===== src/rtl/hazard_stall_ctrl_pkg.sv =====
// Shared pipeline definitions for the hazard/stall controller and the
// future forwarding unit.
//   state_t      : sequencing controller states (RUN / MULTI)
//   REG_ADDR_W   : register file address width
//   ZERO_REG     : hard-wired zero register, never a real hazard source
//   MULTI_CNT_W  : width of the multi-cycle hold down-counter
package pipe_pkg;

  localparam int REG_ADDR_W  = 5;
  localparam int MULTI_CNT_W = 4;

  localparam logic [REG_ADDR_W-1:0] ZERO_REG = 5'd0;

  typedef enum logic {
    STATE_RUN   = 1'b0,
    STATE_MULTI = 1'b1
  } state_t;

endpackage


===== src/rtl/hazard_stall_ctrl_load_use_detect.sv =====
// Combinational load-use hazard comparator.
// Asserts lu when the instruction in EX is a load that writes a non-zero
// register which the instruction in ID actually reads.
//   idRs, idRt         : source register fields of the ID instruction
//   idUsesRs, idUsesRt : ID instruction really reads rs / rt
//   exRd               : destination register of the EX instruction
//   exRegWrite         : EX instruction writes the register file
//   exIsLoad           : EX instruction writes memory data to a register
//   lu                 : load-use hazard
module load_use_detect
  import pipe_pkg::*;
(
  input  logic [REG_ADDR_W-1:0] idRs,
  input  logic [REG_ADDR_W-1:0] idRt,
  input  logic                  idUsesRs,
  input  logic                  idUsesRt,
  input  logic [REG_ADDR_W-1:0] exRd,
  input  logic                  exRegWrite,
  input  logic                  exIsLoad,
  output logic                  lu
);

  logic rsMatch;
  logic rtMatch;

  assign rsMatch = idUsesRs && (idRs == exRd);
  assign rtMatch = idUsesRt && (idRt == exRd);

  // Writes to the zero register are discarded, so they never create a hazard.
  assign lu = exIsLoad && exRegWrite && (exRd != ZERO_REG) && (rsMatch || rtMatch);

endmodule


===== src/rtl/hazard_stall_ctrl.sv =====
// Pipeline sequencing controller for the ID/EX register and the front end.
// Each cycle the EX-stage register either latches new operands/control,
// latches a zero-control bubble (idexBubble), or holds (exHold).
// Priority in RUN: branch flush > multi-cycle op > load-use stall > run.
// Ports:
//   CLK, RST            : clock (rising edge), async active-high reset
//   idRs/idRt/idUses*   : ID instruction source operands
//   exRd/exRegWrite/... : EX instruction destination and type
//   exMulti             : EX instruction is a multi-cycle op (RUN only)
//   branchTaken         : EX-resolved branch/jump taken
//   pcWriteEn           : PC may update
//   ifidWriteEn         : IF/ID may latch
//   ifidFlush           : IF/ID latches a NOP
//   idexBubble          : ID/EX latches all-zero control
//   exHold              : ID/EX keeps its value
//   busy                : controller is in MULTI (exposes FSM state)
//   stallCount          : saturating count of hazard stall cycles
//   flushCount          : saturating count of branch flushes
module hazard_stall_ctrl
  import pipe_pkg::*;
#(
  parameter int MULTI_CYCLES = 4,
  parameter int CNT_W        = 32
) (
  input  logic                  CLK,
  input  logic                  RST,
  input  logic [REG_ADDR_W-1:0] idRs,
  input  logic [REG_ADDR_W-1:0] idRt,
  input  logic                  idUsesRs,
  input  logic                  idUsesRt,
  input  logic [REG_ADDR_W-1:0] exRd,
  input  logic                  exRegWrite,
  input  logic                  exIsLoad,
  input  logic                  exMulti,
  input  logic                  branchTaken,
  output logic                  pcWriteEn,
  output logic                  ifidWriteEn,
  output logic                  ifidFlush,
  output logic                  idexBubble,
  output logic                  exHold,
  output logic                  busy,
  output logic [CNT_W-1:0]      stallCount,
  output logic [CNT_W-1:0]      flushCount
);

  // The issue cycle in RUN is the first hold cycle, so MULTI lasts
  // MULTI_CYCLES-1 cycles: load MULTI_CYCLES-2 and leave when cnt hits 0.
  localparam bit MULTI_EN = (MULTI_CYCLES > 1);
  localparam logic [MULTI_CNT_W-1:0] MULTI_LOAD =
    MULTI_EN ? MULTI_CNT_W'(MULTI_CYCLES - 2) : '0;

  state_t                 state;
  state_t                 stateNext;
  logic [MULTI_CNT_W-1:0] cnt;
  logic [MULTI_CNT_W-1:0] cntNext;
  logic                   stallInc;
  logic                   flushInc;
  logic                   lu;

  load_use_detect uLoadUse (
    .idRs       (idRs),
    .idRt       (idRt),
    .idUsesRs   (idUsesRs),
    .idUsesRt   (idUsesRt),
    .exRd       (exRd),
    .exRegWrite (exRegWrite),
    .exIsLoad   (exIsLoad),
    .lu         (lu)
  );

  always_ff @(posedge CLK or posedge RST) begin
    if (RST) begin
      state      <= STATE_RUN;
      cnt        <= '0;
      stallCount <= '0;
      flushCount <= '0;
    end else begin
      state <= stateNext;
      cnt   <= cntNext;
      if (stallInc && (stallCount != '1)) stallCount <= stallCount + CNT_W'(1);
      if (flushInc && (flushCount != '1)) flushCount <= flushCount + CNT_W'(1);
    end
  end

  always_comb begin
    stateNext   = state;
    cntNext     = cnt;
    pcWriteEn   = 1'b0;
    ifidWriteEn = 1'b0;
    ifidFlush   = 1'b0;
    idexBubble  = 1'b0;
    exHold      = 1'b0;
    busy        = 1'b0;
    stallInc    = 1'b0;
    flushInc    = 1'b0;

    if (RST) begin
      // Front end frozen and pipeline filled with NOP/bubbles while in reset.
      ifidFlush  = 1'b1;
      idexBubble = 1'b1;
    end else begin
      unique case (state)
        STATE_RUN: begin
          if (branchTaken) begin
            // The EX instruction is the branch itself, so any load-use or
            // multi-cycle indication this cycle is stale.
            pcWriteEn   = 1'b1;
            ifidWriteEn = 1'b1;
            ifidFlush   = 1'b1;
            idexBubble  = 1'b1;
            flushInc    = 1'b1;
          end else if (exMulti && MULTI_EN) begin
            exHold    = 1'b1;
            stallInc  = 1'b1;
            cntNext   = MULTI_LOAD;
            stateNext = STATE_MULTI;
          end else if (lu) begin
            idexBubble = 1'b1;
            stallInc   = 1'b1;
          end else begin
            pcWriteEn   = 1'b1;
            ifidWriteEn = 1'b1;
          end
        end
        STATE_MULTI: begin
          exHold   = 1'b1;
          busy     = 1'b1;
          stallInc = 1'b1;
          if (cnt == '0) stateNext = STATE_RUN;
          else           cntNext   = cnt - 1'b1;
        end
        default: stateNext = STATE_RUN;
      endcase
    end
  end

endmodule


===== config.mk =====
export PLATFORM = sky130hd
export DESIGN_NAME = hazard_stall_ctrl
export DESIGN_NICKNAME = d
export VERILOG_FILES = /design/src/rtl/hazard_stall_ctrl_pkg.sv /design/src/rtl/hazard_stall_ctrl_load_use_detect.sv /design/src/rtl/hazard_stall_ctrl.sv
export SDC_FILE = /design/constraint.sdc
export NUM_CORES = 1
export LEC_CHECK = 0
export ABC_AREA = 1
export CORE_AREA = 2 2 101 103
export DETAILED_ROUTE_END_ITERATION = 10
export DIE_AREA = 0 0 103 105
export MAX_ROUTING_LAYER = met4
export PLACE_DENSITY = 0.76
export SETUP_SLACK_MARGIN = 0.05
export SLEW_MARGIN = 40
export SYNTH_ARGS = -nofsm -noshare
export SYNTH_HDL_FRONTEND = slang
export SYNTH_SLANG_ARGS = --single-unit

===== constraint.sdc =====
create_clock -name CLK -period 6.1 [get_ports CLK]
set_input_delay 0.61 -clock CLK [delete_from_list [all_inputs] [get_ports CLK]]
set_output_delay 0.61 -clock CLK [all_outputs]
set_load 0.01 [all_outputs]

; Yosys cells after proc, flatten, opt, wreduce, memory -nomap -nowiden
; Index checks and enable logic that the tools add are counted.
[totals]
regBits = 69
latchBits = 0
ram_bits = 0
romBits = 0
inputBits = 23
output_inout_bits = 70
word_cells = 57
mem_count = 0
[op_classes]
addsub = 3
mul = 0
n_div = 0
magnitude_cmp = 0
n_eq_ne = 7
n_shift = 0
mux = 30
n_bitwise = 2
n_reduce_logical = 11
[ops]
columns = cell, n
row1 = $add 32x1->32 const B, 2
row2 = $ne 32x32->1 const B, 2
row3 = $mux 1, 23
row4 = $mux 4, 3
row5 = $eq 5x5->1, 2
row6 = $pmux 4 s2, 1
row7 = $logic_and 1x1->1, 7
row8 = $ne 2x2->1 const B, 3
row9 = $pmux 1 s2, 3
row10 = $reduce_bool 5->1, 1
row11 = $logic_not 4->1, 1
row12 = $reduce_and 4->1, 1
row13 = $sub 4x1->4 const B, 1
row14 = $not 1->1, 2
row15 = $logic_or 1x1->1, 1

; Logic depth before layout (Yosys ltp)
; Gate-level depths: netlist (run 1).
[depth]
word_depth = 10
mapped_depth = 12
depth_no_buf = 11

; Modules after synthesis
; From an unflattened synthesis (run 1), not the netlist that was laid out.
[hier_totals]
cells_unflattened = 779
area_unflattened_um2 = 4778.3
[modules_own_cells]
columns = mod, n_inst, cells_per_inst, area_each_um2, seq_area_each_um2
row1 = hazard_stall_ctrl, 1, 723, 4560.6, 1726.7
row2 = load_use_detect, 1, 56, 217.7, 0.0

; Worst setup path after synthesis (run 1)
; OpenSTA, ideal clock, no wires.
[synth_path]
kind = input to output
start = input port RST
end = output port idexBubble
arrival_time_ps = 2990
t_required_ps = 5490
slack_ps = 2500
path_stages = 5
n_path_buf = 1
cell_sequence = inv_1 > nand2_2 > inv_2 > clkbuf_1 > a21oi_1
[synth_via]
elab_chain_len = 1
[synth_lines]
columns = item, line
row1 = "start, declared", hazard_stall_ctrl.sv:26  ; input logic RST,
row2 = $mux 1, hazard_stall_ctrl.sv:97  ; if (RST) begin
row3 = "end, declared", hazard_stall_ctrl.sv:39  ; output logic idexBubble,
; No other way between the ends.

; Final worst setup path (run 1)
[layout_path]
start = input port exRd[1]
end = output port pcWriteEn
[layout_via]
elab_chain_len = 9
elab_cells_between_ends = 13
cone_classes = 2 x eq/ne / 5 x mux / 6 x reduce/logical
[layout_lines]
columns = item, line
row1 = "start, declared", hazard_stall_ctrl.sv:31  ; input logic [REG_ADDR_W-1:0] exRd,
row2 = $eq 5x5->1 (on tied branches), "hazard_stall_ctrl_load_use_detect.sv:26, hazard_stall_ctrl_load_use_detect.sv:27"
row3 = $logic_and 1x1->1 (on tied branches), "hazard_stall_ctrl_load_use_detect.sv:26, hazard_stall_ctrl_load_use_detect.sv:27"
row4 = $logic_or 1x1->1, hazard_stall_ctrl_load_use_detect.sv:30  ; assign lu = exIsLoad && exRegWrite && (exRd != ZERO_REG) && (rsMatch || rtMatch);
row5 = $logic_and 1x1->1 (*), hazard_stall_ctrl_load_use_detect.sv:30
row6 = $mux 1 (*), hazard_stall_ctrl.sv:117  ; end else if (lu) begin
row7 = $mux 1 (*), hazard_stall_ctrl.sv:112  ; end else if (exMulti && MULTI_EN) begin
row8 = $mux 1 (*), hazard_stall_ctrl.sv:104  ; if (branchTaken) begin
row9 = $mux 1 (*), hazard_stall_ctrl.sv:102  ; unique case (state)
row10 = $mux 1 (*), hazard_stall_ctrl.sv:97
row11 = "end, declared", hazard_stall_ctrl.sv:36  ; output logic pcWriteEn,
; Mark *: on every way between the ends. The rest lies on a longest branch, timed or not.

==> flow_summary.yaml, run 1 <==
sta:
  max_freq_mhz: 285
  slew-limit-headroom: 0.533
  finalSetupTns_ns: 0
  setup_viol: 0
  fin_crit_sh: 0.575
  tightest_slew_ns: 0.699
  final_max_slew_viol_count: 0
  min_period_ns: 3.51
  hold_violations: 0
  rsz0062_at_grt: "no"
  finClkSkew_ns: 0.0106
clocking:
  cts_setup_buffers: 0
  clock-sinks: 69
  ctsLongestPathBuffers: 2
  cts.repair.resized: 0
  path_clk_slew_ns: 0.07
  tritoncts: "built"
  hold_buffers: 0
  insertion_delay_ns: 0.35
  clockRootBuffer: "clkbuf_8"
  htreeDepth: 3
  cts_buffers: 9
global_route:
  grt.total_usage: 0.269
  grt_overflow: 0
  grt_pass1_vias: 4747
  grt_pass1_wl_mm: 22.5
  antenna_found_initial: 0
  grt_max_degree: 71
critical_path:
  crit_family: "buffers and inverters"
  crit_path_end_kind: "output port"
  crit_cells: 10
  cpMostUsedCell: "nand2_1"
  max_stage_delay_ns: 0.57
  crit_end: "pcWriteEn"
  critPathBufInv: 2
  reg2regPathDepth: 10
  r2r_start: "flushCount[1]"
  startpoint_type: "input pin"
  crit_start: "exRd[1]"
  r2r_setup_slack_ns: 3.45
  path_cells: "clkdlybuf4s50_1, nand2_1, nand2_1, nor2_1, nand3_1, nand2_1, nand2_1, nand2_2, a21oi_1, clkdlybuf4s50_1"
  path_max_fanout: 35
  path_class: "input pin to output port"
  rr_endpoint: "flushCount[3]"
  critPathRequiredTime_ns: 5.49
  arrival_ns: 2.90
  cpMaxStageDelayCell: "clkdlybuf4s50_1"
placed_design:
  gp_congestion: 0.989
  numPortBuffers: 92
  placed_area_sq_um: 5750
  dp_hpwl_mm: 10.0
final_layout:
  fillers: 906
  post-route-cell-area_sq_um: 5970
  n_antenna_cell: 0
  drive_above_1_share: 0.0541
  final_nets: 834
  syn_to_final_growth_pct: 25.6
  final_common_cell: "nand2_1"
  final_cell_mix: "322 x nand2_1, 92 x clkdlybuf4s50_1, 90 x nor2_1"
drt:
  routed_wl_mm: 13.6
  drt-initial-drc-count: 334
  wl_met1_mm: 6.21
  wl_met2_mm: 6.30
  wl_met3_microns: 794
  vias: 5013
  drc: 0
  via_per_inst: 5.30
  antenna_left: 0
  first_pass_iters: 5
  dr.max_layer_used: "met4"
  wl_per_cell_microns: 14.4
yosys:
  synth.top_cells.by_area: "dfrtp_1 36%, nand2_1 25%, nor2_1 7.1%"
  yosys-mux-area-fraction: 0
  synth_top_family_by_area: "simple AND/OR/NAND/NOR gates"
  syn-cell-area_sq_um: 4750
  yosysWarningCount: 0
  synth_area_leader_cell: "dfrtp_1"
  post_synth_fa_ha_maj_area_fraction: 0.00789
  synth_compound_area_frac: 0.0187
  synth-simple-area-share: 0.451
  syn_nets: 748
  synth_xor_area_frac: 0.0884
  synth_edf_count: 0
  synth_seq_area_share: 0.363
  synth_ff_type: "dfrtp_1"
  synth.distinct_cells: 27
  synth_top_area_frac: 0.363
  ys_seq_elements: 69
  async_reset_ff_frac: 1.00
  netlist_instances: 722
  postSynthAreaPerCell_sq_um: 6.59
pwr:
  ir_drop_v: 0.000116
  power_density_nw_per_um2: 230
  leakagePower_nw: 2.73
floorplanning:
  row_count: 36
  core_sq_um: 9640
  die_area_sq_um: 10800
  ioPinCount: 93
  die_width_microns: 103
  die_h_microns: 105
  start_util: 0.493
run_status:
  outcome: "completed"
hold_path:
  hold_class: "flip-flop to flip-flop"
run:
  drv_cap: 0
through the flow:
stage / util / power (mW) / std cells / worst slack (ns) / hold slack (ns)
2_1_floorplan: - / 0.792 / 722 / 2.50 / 0.493
3_3_place_gp: 0.596 / 0.937 / 930 / 2.69 / 0.515
3_5_place_dp: 0.596 / 0.953 / 930 / 2.62 / 0.514
4_1_cts: 0.620 / 1.38 / 946 / 2.62 / 0.533
5_1_grt: 0.620 / 1.45 / 946 / 2.42 / 0.570
6_report: 0.620 / 1.37 / 946 / 2.59 / 0.533
where the power goes:
| group | switching, mW | internal [mW] | total [mW] | leakage [nW] |
|---|---|---|---|---|
| Sequential | 0.0707 | 0.511 | 0.581 | 0.941 |
| Combinational | 0.200 | 0.162 | 0.362 | 1.68 |
| Clock | 0.186 | 0.242 | 0.429 | 0.106 |
| Total | 0.457 | 0.915 | 1.37 | 2.73 |
synthesized netlist by cell type (3+ instances only):
| master | count |
|---|---|
| nand4_1 | 38 |
| nand3_1 | 8 |
| o21ai_1 | 10 |
| nand3b_1 | 15 |
| xnor2_1 | 12 |
| nor3_1 | 21 |
| xor2_1 | 36 |
| ha_1 | 3 |
| nand3_2 | 3 |
| dfrtp_1 | 69 |
| buf_2 | 10 |
| nand2_1 | 322 |
| buf_6 | 3 |
| nor2_2 | 4 |
| inv_1 | 46 |
| buf_1 | 3 |
| nor2_1 | 90 |
| nand2_2 | 4 |
| inv_2 | 13 |
| a21oi_1 | 3 |
cell families (layout without fill, tap and decap cells):
| kind of cell | Yosys count | in the layout |
|---|---|---|
| compound gates | 17 | 17 |
| fa+ha+maj | 3 | 3 |
| buf+inv | 78 | 169 |
| simple gates | 507 | 507 |
| flops | 69 | 69 |
| xor+xnor | 48 | 48 |
layer usage:
layer | global-route usage | up-vias
met1 | 0.377 | 2377
met2 | 0.402 | 168
met5 | - | -
met4 | 0.0949 | 0
li1 | - | 2437
met3 | 0.0294 | 31
worst min-delay path by stage:
stage | to | cells after the start | from
after global placement | cnt[3] | 2 | cnt[3]
after floorplan | cnt[3] | 2 | cnt[3]
after CTS | cnt[3] | 2 | cnt[3]
final | cnt[3] | 2 | cnt[3]
after detailed placement | cnt[3] | 2 | cnt[3]
after global routing | cnt[3] | 2 | cnt[3]
state kept, by name, indices dropped and copies added, names as in the netlist:
signal / flops
state: 1
cnt: 4
stallCount: 32
flushCount: 32
layout make-up:
type / count / area (sq um) / share of cell area
inverters: 59 / 221 / 0.0371
repair buffers: 94 / 940 / 0.157
clock inverters: 5 / 83.8 / 0.0140
multi-input cells: 575 / 2690 / 0.451
well taps: 133 / 166 / 0.0279
flip-flops and latches: 69 / 1730 / 0.289
clock buffers: 11 / 141 / 0.0237
worst reg2reg max path, cell delays in order (launching register included):
cell,delay [ns]
dfrtp_1,0.43
ha_1,0.31
nand3_2,0.18
inv_2,0.10
nand2_2,0.10
nor2_2,0.16
nand2_1,0.10
nand2_2,0.47
inv_2,0.43
nand2_1,0.17
o21ai_1,0.07
Note: power is estimated with default switching activity, not from simulation.
==> run 2: changes to the inputs <==
--- a/config.mk
+++ b/config.mk
@@ -6,11 +6,11 @@
 export NUM_CORES = 1
 export LEC_CHECK = 0
 export ABC_AREA = 1
-export CORE_AREA = 2 2 101 103
+export CORE_AREA = 2 2 103 105
 export DETAILED_ROUTE_END_ITERATION = 10
-export DIE_AREA = 0 0 103 105
+export DIE_AREA = 0 0 105 107
 export MAX_ROUTING_LAYER = met4
-export PLACE_DENSITY = 0.76
+export PLACE_DENSITY = 0.77
 export SETUP_SLACK_MARGIN = 0.05
 export SLEW_MARGIN = 40
 export SYNTH_ARGS = -nofsm -noshare
==> constraint.sdc (replaced) <==
create_clock -name CLK -period 2.85 [get_ports CLK]
set_input_delay 0.285 -clock CLK [delete_from_list [all_inputs] [get_ports CLK]]
set_output_delay 0.285 -clock CLK [all_outputs]
set_load 0.01 [all_outputs]
==> run 2 against run 1 <==
Compared with the run above: critical path depth did not move; clock skew grew 0.0060 ns; clock power rose by 140%; highest routed layer unchanged; clock-buffer cell count unchanged; combinational power grew 120%; via count fell by 2.3%; worst setup slack got worse by 2.1 ns; total power rose by 120%; design area up 1.2%; cell count rose by 0.74%; global-route usage shrank 1.9 points.
==> flow_summary.yaml, run 2 (synthesis gave the netlist of run 1 again) <==
critical_path:
  cpMostUsedCell: "nand2_1"
  arrival_ns: 2.06
  critPathRequiredTime_ns: 2.57
  path_max_fanout: 5
  critPathBufInv: 2
  path_cells: "clkdlybuf4s50_1, nand2_1, nand2_1, nor2_1, nand3_1, nand2_1, nand2_1, nand2_2, a21oi_1, clkdlybuf4s50_1"
  startpoint_type: "input pin"
  crit_family: "buffers and inverters"
  r2r_setup_slack_ns: 0.65
  path_class: "input pin to output port"
  cpMaxStageDelayCell: "clkdlybuf4s50_1"
  crit_path_end_kind: "output port"
  max_stage_delay_ns: 0.57
sta:
  tightest_slew_ns: 0.630
  slew-limit-headroom: 0.580
  fin_crit_sh: 0.823
  rsz0062_at_grt: "no"
  setup_viol: 0
  max_freq_mhz: 426
  fin_hold_ws_ns: 0.545
  min_period_ns: 2.35
  hold_violations: 0
  finalSetupTns_ns: 0
  layout_setup_ws_ns: 0.504
  final_max_slew_viol_count: 0
  finClkSkew_ns: 0.0165
final_layout:
  post-route-cell-area_sq_um: 6040
  reg.largest.list: "flushCount: 32 flops, stallCount: 32 flops, cnt: 4 flops"
  multi_input_area_sq_um: 2690
  fillers: 991
  drive_above_1_share: 0.0600
  n_antenna_cell: 0
  final_common_cell: "nand2_1"
  fin_cells: 953
  syn_to_final_growth_pct: 27.1
  final_core_util: 0.599
  final_nets: 838
  final_cell_mix: "322 x nand2_1, 92 x clkdlybuf4s50_1, 90 x nor2_1"
  final-seq-area_sq_um: 1730
floorplanning:
  start_util: 0.471
  ioPinCount: 93
  core_sq_um: 10100
  die_width_microns: 105
  row_count: 37
  die_area_sq_um: 11200
  die_h_microns: 107
drt:
  drc: 0
  wl_per_cell_microns: 13.9
  drt-initial-drc-count: 308
  routed_wl_mm: 13.3
  first_pass_iters: 4
  vias: 4897
  via_per_inst: 5.14
  antenna_left: 0
placed_design:
  placed_cells: 937
  gp_congestion: 1.05
  place_ws_ns: 0.500
  placed_area_sq_um: 5780
  dp_hpwl_mm: 9.85
  numPortBuffers: 92
pwr:
  pwr-share-comb: 0.257
  sequentialPowerShare: 0.407
  fin_total_pwr_mw: 3.07
  clkPwrFrac: 0.336
  swShare: 0.323
  leakagePower_nw: 2.76
  ir_drop_v: 0.000285
  power_density_nw_per_um2: 508
  p_sw_mw: 0.990
  p_int_mw: 2.08
clocking:
  insertion_delay_ns: 0.35
  cts.repair.resized: 0
  ctsLongestPathBuffers: 2
  path_clk_slew_ns: 0.07
  cts_buffers: 9
  clockRootBuffer: "clkbuf_8"
  clock-sinks: 69
  cts_setup_buffers: 0
  tritoncts: "built"
  htreeDepth: 3
  hold_buffers: 0
global_route:
  antenna_found_initial: 0
  grt_pass1_wl_mm: 22.2
  grt_max_degree: 71
  grt.total_usage: 0.250
  grt_pass1_vias: 4713
  grt_overflow: 0
run:
  drv_cap: 0
run_status:
  outcome: "completed"
hold_path:
  hold_class: "flip-flop to flip-flop"
run 2: power groups by stage:
stage / clock network (mW) / logic (mW) / registers [mW]
after floorplan: 0 / 0.423 / 1.27
after global placement: 0 / 0.755 / 1.26
after detailed placement: 0 / 0.789 / 1.26
after CTS: 1.06 / 0.794 / 1.25
after global routing: 1.11 / 0.867 / 1.27
final: 1.03 / 0.789 / 1.25
run 2: per-layer routing:
metal  track usage  up-vias  share of wire
li1              -     2444              -
met2         0.404      132           0.48
met4        0.0895        0          0.024
met3        0.0383       32          0.047
met1         0.322     2289           0.45
met5             -        -              0
run 2: final cells by class:
cell class	instances	share of cell area
Clock inverter	5	0.0176
Tap cell	136	0.0282
Inverter	59	0.0373
Clock buffer	11	0.0251
Multi-Input combinational cell	575	0.446
Timing Repair Buffer	98	0.160
Sequential cell	69	0.286
run 2: worst paths after layout:
| path | cells after the start | to | startpoint |
|---|---|---|---|
| max | 10 | pcWriteEn | exRd[0] |
| min | 2 | flushCount[29] | flushCount[29] |
| max reg2reg | 10 | flushCount[1] | flushCount[0] |
| min reg2reg | 2 | flushCount[29] | flushCount[29] |
| max in group asynchronous | 3 | flushCount[29] | RST |
| min in group asynchronous | 3 | flushCount[16] | RST |
run 2: tightest hold or removal path: stages (launching register included):
cell	delay (ns)
dfrtp_1	0.39
nand2_1	0.07
nand2_1	0.06
